--- src/rtl/mmcm_drp_reconfig_ctrl.sv ---
`default_nettype none
// ============================================================================
// Module      : mmcm_drp_reconfig_ctrl
// Description : Run-time MMCM reconfiguration sequencer. On request it holds
//               the MMCM in reset and performs a masked read-modify-write over
//               the DRP port of every register in the selected configuration.
//               The register tables come from an external synchronous ROM.
//               After the last register it releases the MMCM reset and waits
//               for lock, reporting success or failure with one-cycle pulses.
//
// Optional feature (compile-time macro DRP_VERIFY_EN):
//               When defined, every write is read back and compared. A
//               mismatch aborts the sequence with err_code 3.
//
// Ports       :
//   sys_clk_i      single clock
//   sys_rst_i      synchronous active-high reset
//   cfg_req_i      one-cycle start pulse, honoured only while idle
//   cfg_sel_i      configuration index, captured with cfg_req_i
//   cfg_busy_o     high from the cycle after an accepted request until the
//                  DONE/ERR cycle
//   cfg_done_o     one-cycle success pulse
//   cfg_err_o      one-cycle failure pulse
//   err_code_o     0 none, 1 drdy timeout, 2 lock timeout, 3 verify mismatch;
//                  held until the next accepted request
//   rom_addr_o     {cfg, reg_idx} into the register-table ROM
//   rom_data_i     {daddr[38:32], mask[31:16], data[15:0]}, one cycle latency
//   drp_daddr_o    DRP address
//   drp_di_o       DRP write data
//   drp_den_o      DRP enable strobe
//   drp_dwe_o      DRP write enable
//   drp_do_i       DRP read data
//   drp_drdy_i     DRP ready
//   mmcm_rst_o     MMCM reset
//   mmcm_locked_i  MMCM lock (already synchronous to sys_clk_i)
//
// Revision    : 1.0 - initial release
// ============================================================================
module mmcm_drp_reconfig_ctrl #(
    parameter int NUM_CFG      = 4,
    parameter int REGS_PER_CFG = 8,
    parameter int LOCK_TIMEOUT = 65535,
    parameter int DRDY_TIMEOUT = 63,
    localparam int CFG_W       = (NUM_CFG > 1) ? $clog2(NUM_CFG) : 1,
    localparam int RIDX_W      = (REGS_PER_CFG > 1) ? $clog2(REGS_PER_CFG) : 1
) (
    input  logic                    sys_clk_i,
    input  logic                    sys_rst_i,
    input  logic                    cfg_req_i,
    input  logic [CFG_W-1:0]        cfg_sel_i,
    output logic                    cfg_busy_o,
    output logic                    cfg_done_o,
    output logic                    cfg_err_o,
    output logic [1:0]              err_code_o,
    output logic [CFG_W+RIDX_W-1:0] rom_addr_o,
    input  logic [38:0]             rom_data_i,
    output logic [6:0]              drp_daddr_o,
    output logic [15:0]             drp_di_o,
    output logic                    drp_den_o,
    output logic                    drp_dwe_o,
    input  logic [15:0]             drp_do_i,
    input  logic                    drp_drdy_i,
    output logic                    mmcm_rst_o,
    input  logic                    mmcm_locked_i
);

    // ------------------------------------------------------------------------
    // Constants
    // ------------------------------------------------------------------------
    // The shared cycle counter must reach the larger timeout and also the
    // stale-lock blanking threshold.
    localparam int MAX_TO_A = (LOCK_TIMEOUT > DRDY_TIMEOUT) ? LOCK_TIMEOUT : DRDY_TIMEOUT;
    localparam int MAX_TO   = (MAX_TO_A > 8) ? MAX_TO_A : 8;
    localparam int CNT_W    = $clog2(MAX_TO + 1);

    localparam logic [CNT_W-1:0]  DRDY_LAST   = CNT_W'(DRDY_TIMEOUT - 1);
    localparam logic [CNT_W-1:0]  LOCK_LAST   = CNT_W'(LOCK_TIMEOUT - 1);
    // Lock is ignored for the first 4 LOCK_WAIT cycles: a lock left over from
    // before the reset must not be mistaken for the new lock.
    localparam logic [CNT_W-1:0]  LOCK_IGNORE = CNT_W'(4);
    localparam logic [RIDX_W-1:0] IDX_LAST    = RIDX_W'(REGS_PER_CFG - 1);

    localparam logic [1:0] ERR_NONE = 2'd0;
    localparam logic [1:0] ERR_DRDY = 2'd1;
    localparam logic [1:0] ERR_LOCK = 2'd2;
`ifdef DRP_VERIFY_EN
    localparam logic [1:0] ERR_VFY  = 2'd3;
`endif

    typedef enum logic [3:0] {
        S_IDLE      = 4'd0,
        S_RST       = 4'd1,
        S_FETCH     = 4'd2,
        S_RD        = 4'd3,
        S_RD_WAIT   = 4'd4,
        S_WR        = 4'd5,
        S_WR_WAIT   = 4'd6,
`ifdef DRP_VERIFY_EN
        S_VFY       = 4'd7,
        S_VFY_WAIT  = 4'd8,
`endif
        S_NEXT      = 4'd9,
        S_LOCK_WAIT = 4'd10,
        S_DONE      = 4'd11,
        S_ERR       = 4'd12
    } state_t;

    // ------------------------------------------------------------------------
    // State and output registers
    // ------------------------------------------------------------------------
    state_t                    state_q;
    logic [CNT_W-1:0]          cnt_q;
    logic [CFG_W-1:0]          cfg_q;
    logic [RIDX_W-1:0]         idx_q;
    logic [15:0]               mask_q;
    logic [15:0]               data_q;

    logic                      cfg_busy_q;
    logic                      cfg_done_q;
    logic                      cfg_err_q;
    logic [1:0]                err_code_q;
    logic [CFG_W+RIDX_W-1:0]   rom_addr_q;
    logic [6:0]                drp_daddr_q;
    logic [15:0]               drp_di_q;   // also holds wdata for verify
    logic                      drp_den_q;
    logic                      drp_dwe_q;
    logic                      mmcm_rst_q;

    // Merge of the live register value with the table entry: mask bits set
    // keep the value read from the MMCM, cleared bits take the table data.
    logic [15:0]               wdata_d;
    logic [RIDX_W-1:0]         idx_d;

    assign wdata_d = (drp_do_i & mask_q) | (data_q & ~mask_q);
    assign idx_d   = idx_q + 1'b1;

    // ------------------------------------------------------------------------
    // Sequencer
    // ------------------------------------------------------------------------
    always_ff @(posedge sys_clk_i) begin
        if (sys_rst_i) begin
            state_q     <= S_IDLE;
            cnt_q       <= '0;
            cfg_q       <= '0;
            idx_q       <= '0;
            mask_q      <= '0;
            data_q      <= '0;
            cfg_busy_q  <= 1'b0;
            cfg_done_q  <= 1'b0;
            cfg_err_q   <= 1'b0;
            err_code_q  <= ERR_NONE;
            rom_addr_q  <= '0;
            drp_daddr_q <= '0;
            drp_di_q    <= '0;
            drp_den_q   <= 1'b0;
            drp_dwe_q   <= 1'b0;
            mmcm_rst_q  <= 1'b0;
        end else begin
            // Strobes are single-cycle; the counter runs unless a state
            // transition below clears it.
            drp_den_q  <= 1'b0;
            drp_dwe_q  <= 1'b0;
            cfg_done_q <= 1'b0;
            cfg_err_q  <= 1'b0;
            cnt_q      <= cnt_q + 1'b1;

            case (state_q)
                S_IDLE: begin
                    cnt_q <= '0;
                    if (cfg_req_i) begin
                        cfg_q      <= cfg_sel_i;
                        idx_q      <= '0;
                        err_code_q <= ERR_NONE;
                        cfg_busy_q <= 1'b1;
                        state_q    <= S_RST;
                    end
                end

                S_RST: begin
                    mmcm_rst_q <= 1'b1;
                    rom_addr_q <= {cfg_q, idx_q};
                    cnt_q      <= '0;
                    state_q    <= S_FETCH;
                end

                // First cycle: the ROM sees the new address. Second cycle:
                // its data is valid and is latched while the read is issued.
                S_FETCH: begin
                    if (cnt_q != '0) begin
                        drp_daddr_q <= rom_data_i[38:32];
                        mask_q      <= rom_data_i[31:16];
                        data_q      <= rom_data_i[15:0];
                        drp_den_q   <= 1'b1;
                        cnt_q       <= '0;
                        state_q     <= S_RD;
                    end
                end

                S_RD: begin
                    cnt_q   <= '0;
                    state_q <= S_RD_WAIT;
                end

                S_RD_WAIT: begin
                    if (drp_drdy_i) begin
                        drp_di_q  <= wdata_d;
                        drp_den_q <= 1'b1;
                        drp_dwe_q <= 1'b1;
                        cnt_q     <= '0;
                        state_q   <= S_WR;
                    end else if (cnt_q == DRDY_LAST) begin
                        cfg_err_q  <= 1'b1;
                        err_code_q <= ERR_DRDY;
                        cfg_busy_q <= 1'b0;
                        mmcm_rst_q <= 1'b0;
                        cnt_q      <= '0;
                        state_q    <= S_ERR;
                    end
                end

                S_WR: begin
                    cnt_q   <= '0;
                    state_q <= S_WR_WAIT;
                end

                S_WR_WAIT: begin
                    if (drp_drdy_i) begin
                        cnt_q <= '0;
`ifdef DRP_VERIFY_EN
                        // Read back the same address; daddr is unchanged.
                        drp_den_q <= 1'b1;
                        state_q   <= S_VFY;
`else
                        state_q   <= S_NEXT;
`endif
                    end else if (cnt_q == DRDY_LAST) begin
                        cfg_err_q  <= 1'b1;
                        err_code_q <= ERR_DRDY;
                        cfg_busy_q <= 1'b0;
                        mmcm_rst_q <= 1'b0;
                        cnt_q      <= '0;
                        state_q    <= S_ERR;
                    end
                end

`ifdef DRP_VERIFY_EN
                S_VFY: begin
                    cnt_q   <= '0;
                    state_q <= S_VFY_WAIT;
                end

                S_VFY_WAIT: begin
                    if (drp_drdy_i) begin
                        cnt_q <= '0;
                        if (drp_do_i != drp_di_q) begin
                            cfg_err_q  <= 1'b1;
                            err_code_q <= ERR_VFY;
                            cfg_busy_q <= 1'b0;
                            mmcm_rst_q <= 1'b0;
                            state_q    <= S_ERR;
                        end else begin
                            state_q    <= S_NEXT;
                        end
                    end else if (cnt_q == DRDY_LAST) begin
                        cfg_err_q  <= 1'b1;
                        err_code_q <= ERR_DRDY;
                        cfg_busy_q <= 1'b0;
                        mmcm_rst_q <= 1'b0;
                        cnt_q      <= '0;
                        state_q    <= S_ERR;
                    end
                end
`endif

                S_NEXT: begin
                    cnt_q <= '0;
                    if (idx_q == IDX_LAST) begin
                        mmcm_rst_q <= 1'b0;
                        state_q    <= S_LOCK_WAIT;
                    end else begin
                        idx_q      <= idx_d;
                        rom_addr_q <= {cfg_q, idx_d};
                        state_q    <= S_FETCH;
                    end
                end

                S_LOCK_WAIT: begin
                    if ((cnt_q >= LOCK_IGNORE) && mmcm_locked_i) begin
                        cfg_done_q <= 1'b1;
                        cfg_busy_q <= 1'b0;
                        cnt_q      <= '0;
                        state_q    <= S_DONE;
                    end else if (cnt_q == LOCK_LAST) begin
                        cfg_err_q  <= 1'b1;
                        err_code_q <= ERR_LOCK;
                        cfg_busy_q <= 1'b0;
                        mmcm_rst_q <= 1'b0;
                        cnt_q      <= '0;
                        state_q    <= S_ERR;
                    end
                end

                S_DONE: begin
                    cnt_q   <= '0;
                    state_q <= S_IDLE;
                end

                S_ERR: begin
                    cnt_q   <= '0;
                    state_q <= S_IDLE;
                end

                default: begin
                    cnt_q      <= '0;
                    cfg_busy_q <= 1'b0;
                    mmcm_rst_q <= 1'b0;
                    state_q    <= S_IDLE;
                end
            endcase
        end
    end

    // ------------------------------------------------------------------------
    // Outputs
    // ------------------------------------------------------------------------
    assign cfg_busy_o  = cfg_busy_q;
    assign cfg_done_o  = cfg_done_q;
    assign cfg_err_o   = cfg_err_q;
    assign err_code_o  = err_code_q;
    assign rom_addr_o  = rom_addr_q;
    assign drp_daddr_o = drp_daddr_q;
    assign drp_di_o    = drp_di_q;
    assign drp_den_o   = drp_den_q;
    assign drp_dwe_o   = drp_dwe_q;
    assign mmcm_rst_o  = mmcm_rst_q;

endmodule
`default_nettype wire

--- config.mk ---
export PLATFORM = sky130hd
export DESIGN_NAME = mmcm_drp_reconfig_ctrl
export DESIGN_NICKNAME = d
export VERILOG_FILES = /design/src/rtl/mmcm_drp_reconfig_ctrl.sv
export SDC_FILE = /design/constraint.sdc
export NUM_CORES = 1
export LEC_CHECK = 0
export ABC_CLOCK_PERIOD_IN_PS = 2800
export CAP_MARGIN = 20
export CORE_AREA = 2 2 103 105
export CTS_BUF_LIST = sky130_fd_sc_hd__clkbuf_4
export CTS_CLUSTER_DIAMETER = 150
export DETAILED_ROUTE_END_ITERATION = 7
export DIE_AREA = 0 0 105 107
export PLACE_DENSITY = 0.66
export SLEW_MARGIN = 20
export SYNTH_ARGS = -nofsm -noshare
export SYNTH_HDL_FRONTEND = slang
export SYNTH_SLANG_ARGS = --single-unit
export TNS_END_PERCENT = 1
--- constraint.sdc ---
create_clock -name sys_clk_i -period 2.8 [get_ports sys_clk_i]
set_clock_uncertainty 0.15 [all_clocks]
set_input_delay 0.28 -clock sys_clk_i [delete_from_list [all_inputs] [get_ports sys_clk_i]]
set_output_delay 0.28 -clock sys_clk_i [all_outputs]
set_load 0.05 [all_outputs]
# Word level (Yosys, flattened, before mapping)
# Cells that the tools add are included.
[word_totals]
reg_bits = 93
latch_bits = 0
ramBits = 0
word_cells = 113
inputBits = 62
out_inout_bits = 36
memories = 0
rom_bits = 0
[op_classes]
bitwise_logic = 8
mux = 44
addsub = 2
div_mod_pow = 0
eq_ne = 22
n_shift = 0
n_reduce_logical = 20
magnitude_cmp = 1
multipliers = 0
[op_table]
columns = ["op", "n"]
rows = [
  ["2-to-1 mux 16 bit", 5],
  ["one-hot mux 16 bit (3 select lines)", 1],
  ["one-hot mux 4 bit (9 select lines)", 1],
  ["bitwise AND 16 bit", 2],
  ["2-to-1 mux 4 bit", 8],
  ["adder 16 x 1 -> 16 bit (second input constant)", 1],
  ["equality test 16 bit (second input constant)", 1],
  ["equality test 16 x 6 -> 1 bit (second input constant)", 1],
  ["equality test 4 bit (second input constant)", 4],
  ["greater-or-equal comparator 16 x 3 -> 1 bit (second input constant)", 1],
  ["inverter 16 bit", 1],
  ["OR 16 bit", 1],
  ["nonzero test 16 bit", 1],
  ["2-to-1 mux 1 bit", 14],
  ["inequality test 2 bit (second input constant)", 7],
  ["equality test 4 x 3 -> 1 bit (second input constant)", 3],
  ["AND reduction 6 bit", 2],
  ["2-to-1 mux 2 bit", 5],
  ["one-hot mux 5 bit (2 select lines)", 1],
  ["equality test 4 x 2 -> 1 bit (second input constant)", 2],
  ["AND reduction 2 bit", 4],
  ["OR reduction 7 bit", 1],
  ["2-to-1 mux 3 bit", 2],
  ["one-hot mux 2 bit (3 select lines)", 1],
  ["19 further kinds", 27],
]

# Longest topological paths before layout
# Gate-level depths: netlist (run 1).
[depth]
depth_word = 4
depth_mapped = 8

# Least setup slack after synthesis (run 1)
# Ideal clock, no wire load.
[synth_path]
kind = "reg2reg"
startpoint = "register cnt_q[13]"
endpoint = "register cnt_q[6]"
setup_time_ps = 62
synth_period_minus_slack_ps = 2281
stages_incl_launch_ff = 7
slack_ps = 519
t_arrival_ps = 2069
n_path_buf = 1
cell_sequence = "dfxtp_1 -> or4_1 -> o41ai_4 -> nor3b_4 -> o31ai_4 -> buf_6 -> nor2_2"
[synth_between]
elab_chain_cells = 4
word_cells_on_any_way = 11
cone_classes = "order compare: 1; eq/ne: 2; mux: 6; reduce/logical: 2"
[synth_rtl]
columns = ["item", "line_no", "rtl"]
rows = [
  ["start, declared", "112", "logic [CNT_W-1:0] cnt_q;"],
  ["start signal, assigned", "165", "cnt_q <= cnt_q + 1'b1;"],
  ["greater-or-equal comparator 16 x 3 -> 1 bit (tied with other cells)", "288", "if ((cnt_q >= LOCK_IGNORE) && mmcm_locked_i) begin"],
  ["logical AND 1 bit (tied with other cells)", "288", ""],
  ["2-to-1 mux 16 bit (on tied branches)", "288, 205", ""],
  ["one-hot mux 16 bit (3 select lines) *", "167", "case (state_q)"],
]
# Mark *: on every way between the ends. The rest lies on a longest branch, timed or not.
# A chain may end at the register's enable or synchronous reset.

# Final worst setup path (run 1)
[layout_path]
startpoint = "register cnt_q[13]"
endpoint = "register cnt_q[14]"
[layout_between]
elab_chain_cells = 4
word_cells_on_any_way = 12
cone_classes = "add/sub: 1; order compare: 1; eq/ne: 2; mux: 6; reduce/logical: 2"
[layout_rtl]
columns = ["item", "line_no", "rtl"]
rows = [
  ["adder 16 x 1 -> 16 bit (tied with other cells)", "165", ""],
  ["2-to-1 mux 16 bit (tied with other cells)", "293", "end else if (cnt_q == LOCK_LAST) begin"],
  ["2-to-1 mux 16 bit (on tied branches)", "288, 205", ""],
  ["one-hot mux 16 bit (3 select lines) *", "167", ""],
]
# Marked as above.

==> results.json, run 1 <==
{
  "yosys.area_share.adder_pct": 1.89,
  "relSlewSlack_pct": 54.3,
  "post_cts_buffers": 0,
  "synth_top_family_by_area": "simple AND/OR/NAND/NOR gates",
  "period_needed_ns": 2.52,
  "power.density_mw_per_mm2": 540,
  "layout_commonest_cell": "clkdlybuf4s50_1",
  "syn-cell-area_mm2": 0.00398,
  "power_mw": 2.87,
  "yosys.area.top_type": "dfxtp_1",
  "vias": 3351,
  "placed_area_mm2": 0.00518,
  "ys_async_sr_fraction_pct": 0,
  "synth-compound-area-share_pct": 10.3,
  "dp_hpwl_mm": 6.35,
  "netSwitchingFraction_pct": 33.6,
  "setup_tns_ns": 0,
  "ys_ff_latch": 93,
  "rr_startpoint": "cnt_q[13]$_SDFF_PP0_",
  "cp_max_fo": 16,
  "cts-root-buf": "clkbuf_4",
  "crit_family": "simple AND/OR/NAND/NOR gates",
  "synthToLayoutAreaGrowth_pct": 33.4,
  "status": "complete, no violations",
  "cp-start-kind": "flip-flop",
  "drcViolationCount": 0,
  "p_seq_share_pct": 50.0,
  "vias_per_cell": 5.05,
  "hold_path_class": "in2reg",
  "place_inst": 647,
  "io_buffer_count": 97,
  "start_util_pct": 39.5,
  "diodes": 0,
  "grt_max_degree": 69,
  "rrSetupSlack_ns": 0.28,
  "cap_violations": 0,
  "min-delay-start": "cfg_sel_i[1]",
  "crit_chain": "or4_1, nor4_1, nor3_1, o31ai_4, buf_4, nor2_1",
  "overflow": 0,
  "die_area_mm2": 0.0112,
  "min_delay_path_depth": 3,
  "synth.mux.area_fraction_pct": 15.1,
  "yosys.area_share.simple_pct": 20.1,
  "clk_pin_slew_ns": 0.16,
  "crit_path_max_incr_delay_ns": 0.64,
  "drt_first_iter_violations": 149,
  "htree_num_levels": 3,
  "worstSkewPairLatency_ns": 0.44,
  "synth_area_leaders": "dfxtp_1, mux2i_1, nor2_1",
  "rows": 37,
  "cts_buffers": 9,
  "r2r_end": "cnt_q[14]$_SDFF_PP0_",
  "synth_ff_type": "dfxtp_1",
  "grt_pass1_vias": 3246,
  "reg2regPathDepth": 6,
  "slowest_stage": "or4_1",
  "endpoint_kind": "flip-flop",
  "vdd_drop_max_mv": 0.240,
  "layoutNonFillerInstCount": 664,
  "fp.coreArea_mm2": 0.0101,
  "cp.required_ns": 2.98,
  "dr.pass1.iters": 4,
  "holdPathEnd": "cfg_q[1]$_SDFFE_PP0P_",
  "synth.distinct_cells": 49,
  "synth_area_per_cell_um2": 9.48,
  "p_sw_uw": 962,
  "dieWidth_um": 105,
  "fin_nets": 591,
  "io_pins": 98,
  "synth_edf_count": 0,
  "fin_util_pct": 52.6,
  "synthXorXnorAreaFrac_pct": 3.08,
  "tightest_slew_ns": 0.685,
  "track_usage_pct": 16.5,
  "grt_first_pass_wirelength_mm": 15.2,
  "pre_cts_ws_ns": 0.287,
  "ant_nets": 0,
  "ys_seq_area_share_pct": 46.7,
  "hold_ws_ns": 0.240,
  "synth_nets": 488,
  "p_leak_nw": 1.72,
  "fin_crit_sh_pct": 90.1,
  "crit_arrival_ns": 2.70,
  "gp_congestion": 0.838,
  "yosysWarnings": 0,
  "cts_sinks": 93,
  "final_cell_area_mm2": 0.00531,
  "routed_wl_mm": 8.98,
  "hold_violations": 0,
  "max_freq_mhz": 397,
  "p_clk_share_pct": 23.7,
  "die_h_um": 107,
  "crit_type": "reg2reg",
  "wl_per_cell_um": 13.5,
  "rsz0062_at_grt": "false",
  "netlist.area_leader.share_pct": 46.7,
  "drive_gt1_share_pct": 10.0,
  "slew_violations": 0,
  "syn_inst": 420,
  "clockBufferDepth": 2,
  "p_comb_share_pct": 26.3,
  "p_int_mw": 1.90,
  "final_cell_mix": "clkdlybuf4s50_1, dfxtp_1, nor2_1",
  "cts_tree": "built",
  "crit_buf_inv": 1,
  "setup_viol": 0,
  "fin_ws_ns": 0.278,
  "antenna_found_initial": 0
}
## synthesized netlist by cell type, types with 3 or more instances
cell and instances:
a211oi_1 22, a21oi_1 14, clkbuf_1 18, dfxtp_1 93, ha_1 6, inv_1 6, mux2i_1 60, nand2_1 15
nand2b_1 5, nand3_1 7, nand4_1 6, nor2_1 89, nor2_2 10, nor2b_1 4, nor3_1 4, nor4_1 4
o211ai_1 3, o21ai_0 4, xnor2_1 6, xor2_1 8
## sequential cells by signal (all words and copies together) (netlist names)
| signal | cells |
|---|---|
| mask_q | 16 |
| cfg_busy_o | 1 |
| cnt_q | 16 |
| state_q | 4 |
| drp_den_o | 1 |
| mmcm_rst_o | 1 |
| err_code_o | 2 |
| idx_q | 3 |
| cfg_err_o | 1 |
| drp_di_o | 16 |
| data_q | 16 |
| drp_daddr_o | 7 |
| cfg_done_o | 1 |
| cfg_q | 2 |
| drp_dwe_o | 1 |
| rom_addr_o | 5 |
## how the worst max path moves through the flow
stage / start / endpoint / slack [ns] / cells past startpoint
floorplan: cnt_q[13]$_SDFF_PP0_ / cnt_q[6]$_SDFF_PP0_ / 0.52 / 6
global placement: cnt_q[13]$_SDFF_PP0_ / cnt_q[15]$_SDFF_PP0_ / 0.35 / 7
detailed placement: cnt_q[13]$_SDFF_PP0_ / cnt_q[14]$_SDFF_PP0_ / 0.29 / 6
CTS: cnt_q[13]$_SDFF_PP0_ / cnt_q[14]$_SDFF_PP0_ / 0.26 / 6
global route: cnt_q[12]$_SDFF_PP0_ / cnt_q[10]$_SDFF_PP0_ / 0.11 / 6
finish: cnt_q[13]$_SDFF_PP0_ / cnt_q[14]$_SDFF_PP0_ / 0.28 / 6
## worst min-delay path: stages
cell and delay (ns):
clkdlybuf4s50_1 0.40, nand2_1 0.06, a21oi_1 0.06
## power groups by stage
stage / Clock, mW / Combinational (mW) / Sequential, mW
floorplan: 0 / 0.327 / 1.60
global placement: 0 / 0.748 / 1.46
detailed placement: 0 / 0.752 / 1.46
CTS: 0.711 / 0.757 / 1.43
global route: 0.770 / 0.814 / 1.44
finish: 0.679 / 0.755 / 1.43
## area by class of cell
cell class / instances / area (um^2)
clock buffers: 9 / 67.6
flip-flops and latches: 93 / 1860
well taps: 136 / 170
fillers: 969 / 4780
clock inverters: 7 / 57.6
repair buffers: 114 / 1110
multi-input cells: 299 / 2020
inverters: 6 / 22.5
## logic make-up after synthesis
group,after synthesis
compound gates,55
simple gates,164
buf+inv,28
fa+ha+maj,6
xor+xnor,14
mux,60
flops,93
## per-layer routing
layer	vias up	share of wire, %	GRT usage, %
met2	82	49	27.2
li1	1686	-	-
met4	0	1.5	5.14
met5	-	0	0
met3	11	4.3	4.01
met1	1572	46	21.2
## repair_timing
| item | CTS | global route |
|---|---|---|
| hold buffers | 1 | 0 |
| hold endpoints to repair | 4 | 0 |
| gates resized for setup | 0 | 0 |
(Power assumes the default switching activity.)
==> run 2, diff against run 1 <==
--- a/config.mk
+++ b/config.mk
@@ -5,13 +5,14 @@
 export SDC_FILE = /design/constraint.sdc
 export NUM_CORES = 1
 export LEC_CHECK = 0
-export ABC_CLOCK_PERIOD_IN_PS = 2800
-export CAP_MARGIN = 20
+export ABC_CLOCK_PERIOD_IN_PS = 2950
+export CAP_MARGIN = 15
 export CORE_AREA = 2 2 103 105
 export CTS_BUF_LIST = sky130_fd_sc_hd__clkbuf_4
 export CTS_CLUSTER_DIAMETER = 150
 export DETAILED_ROUTE_END_ITERATION = 7
 export DIE_AREA = 0 0 105 107
+export GPL_ROUTABILITY_DRIVEN = 0
 export PLACE_DENSITY = 0.66
 export SLEW_MARGIN = 20
 export SYNTH_ARGS = -nofsm -noshare
==> constraint.sdc (replaced) <==
create_clock -name sys_clk_i -period 2.95 [get_ports sys_clk_i]
set_clock_uncertainty 0.15 [all_clocks]
set_input_delay 0.295 -clock sys_clk_i [delete_from_list [all_inputs] [get_ports sys_clk_i]]
set_output_delay 0.295 -clock sys_clk_i [all_outputs]
set_load 0.05 [all_outputs]
==> run 2 against run 1 <==
Utilization down 0.60 points. Largest power group unchanged. Clock power decreased by 4.9%. Cell area is 1.1% lower. Total power fell by 6.2%. Final cell count shrank 1.1%. Highest routed layer unchanged. Largest cell class unchanged. Register-to-register slack about the same. Sequential power hardly changed. Critical endpoint is now cnt_q[10]$_SDFF_PP0_. Die area unchanged.
==> results.json, run 2 (synthesis gave the netlist of run 1 again) <==
{
  "rows": 37,
  "fin_crit_sh_pct": 90.5,
  "cts_buffers": 9,
  "clockBufferDepth": 2,
  "period_needed_ns": 2.67,
  "cts-root-buf": "clkbuf_4",
  "start_util_pct": 39.5,
  "ctsResizeCount": 0,
  "grt_first_pass_wirelength_mm": 15.1,
  "tightest_slew_ns": 0.842,
  "slew_violations": 0,
  "setup_tns_ns": 0,
  "endpoint_kind": "flip-flop",
  "layoutNonFillerInstCount": 657,
  "grt_max_degree": 78,
  "ant_nets": 0,
  "p_comb_share_pct": 24.0,
  "power.density_mw_per_mm2": 512,
  "routed_wl_mm": 9.08,
  "reg2regPathDepth": 6,
  "max_freq_mhz": 375,
  "drive_gt1_share_pct": 8.85,
  "vias": 3251,
  "fin_ws_ns": 0.281,
  "slowest_stage": "o31ai_4",
  "drcViolationCount": 0,
  "dr.pass1.iters": 6,
  "p_seq_share_pct": 51.9,
  "rsz0062_at_grt": "false",
  "hold_violations": 0,
  "hold_ws_ns": 0.144,
  "holdBufCountCts": 0,
  "crit_path_max_incr_delay_ns": 0.69,
  "die_h_um": 107,
  "clk_pin_slew_ns": 0.15,
  "crit_buf_inv": 1,
  "p_int_mw": 1.78,
  "vias_per_cell": 4.95,
  "min_delay_path_depth": 4,
  "worstSkewPairLatency_ns": 0.44,
  "post_cts_buffers": 0,
  "cts_tree": "built",
  "netSwitchingFraction_pct": 33.6,
  "synthToLayoutAreaGrowth_pct": 31.9,
  "io_pins": 98,
  "hold_path_class": "in2reg",
  "setup_viol": 0,
  "fp.coreArea_mm2": 0.0101,
  "cp-start-kind": "flip-flop",
  "fin_nets": 583,
  "drt_first_iter_violations": 166,
  "relSlewSlack_pct": 43.9,
  "status": "complete, no violations",
  "path_depth": 6,
  "seq_area_mm2": 0.00186,
  "p_sw_uw": 904,
  "fillCellCount": 1001,
  "htree_num_levels": 3,
  "io_buffer_count": 97,
  "wl_per_cell_um": 13.8,
  "overflow": 0,
  "crit_arrival_ns": 2.82,
  "layout_commonest_cell": "clkdlybuf4s50_1",
  "die_area_mm2": 0.0112,
  "p_clk_share_pct": 24.0,
  "final_cell_mix": "clkdlybuf4s50_1, dfxtp_1, nor2_1",
  "cp_max_fo": 16,
  "p_leak_nw": 1.69,
  "cp.required_ns": 3.10,
  "crit_chain": "or4_1, nor4_1, buf_4, nor3_1, o31ai_4, nor2_1",
  "dp_hpwl_mm": 6.31,
  "vdd_drop_max_mv": 0.209,
  "crit_family": "simple AND/OR/NAND/NOR gates",
  "cts_sinks": 93,
  "grt_pass1_vias": 3088,
  "track_usage_pct": 16.6,
  "crit_type": "reg2reg",
  "place_inst": 640,
  "pre_cts_ws_ns": 0.242,
  "multi_input_comb_area_mm2": 0.00202,
  "dieWidth_um": 105,
  "antenna_found_initial": 1,
  "cap_violations": 0
}
==> run 2: layer usage <==
layer  global-route usage (%)  wire (um)  vias to the layer above
met5                        0          0                        -
met4                     6.10        131                        0
met3                     4.01        427                       10
met2                     27.2       4350                       80
met1                     21.2       4170                     1496
li1                         -          -                     1665
==> run 2: power by group through the flow <==
stage | Combinational [mW] | Clock, mW | Sequential, mW
2_1_floorplan | 0.310 | 0 | 1.52
3_3_place_gp | 0.645 | 0 | 1.42
3_5_place_dp | 0.651 | 0 | 1.42
4_1_cts | 0.653 | 0.668 | 1.40
5_1_grt | 0.699 | 0.725 | 1.41
6_report | 0.646 | 0.646 | 1.40
==> run 2: final cells by class <==
| class | instances | area share, % |
|---|---|---|
| clock buffer | 9 | 1.29 |
| tap | 136 | 3.24 |
| timing repair buffer | 106 | 19.9 |
| sequential | 93 | 35.5 |
| antenna | 1 | 0.0477 |
| inverter | 6 | 0.429 |
| clock inverter | 7 | 1.10 |
| multi-input combinational | 299 | 38.5 |
==> run 2: worst paths after layout <==
kind / start / end / slack (ns)
max: cnt_q[13]$_SDFF_PP0_ / cnt_q[10]$_SDFF_PP0_ / 0.28
min: sys_rst_i / cnt_q[1]$_SDFF_PP0_ / 0.14
max reg2reg: cnt_q[13]$_SDFF_PP0_ / cnt_q[10]$_SDFF_PP0_ / 0.28
min reg2reg: cfg_q[1]$_SDFFE_PP0P_ / cfg_q[1]$_SDFFE_PP0P_ / 0.32
==> run 2: worst min-delay path, stage by stage <==
cell and delay [ns]:
buf_2 0.09, a211oi_1 0.07, o31ai_4 0.21, nor2_2 0.05
==> run 2: per-stage QoR <==
step	util, %	power, mW	instance area, um^2
floorplan	-	1.83	3980
global placement	50.8	2.07	5120
detailed placement	50.8	2.07	5120
CTS	52.0	2.72	5250
global route	52.0	2.84	5250
finish	52.0	2.69	5250
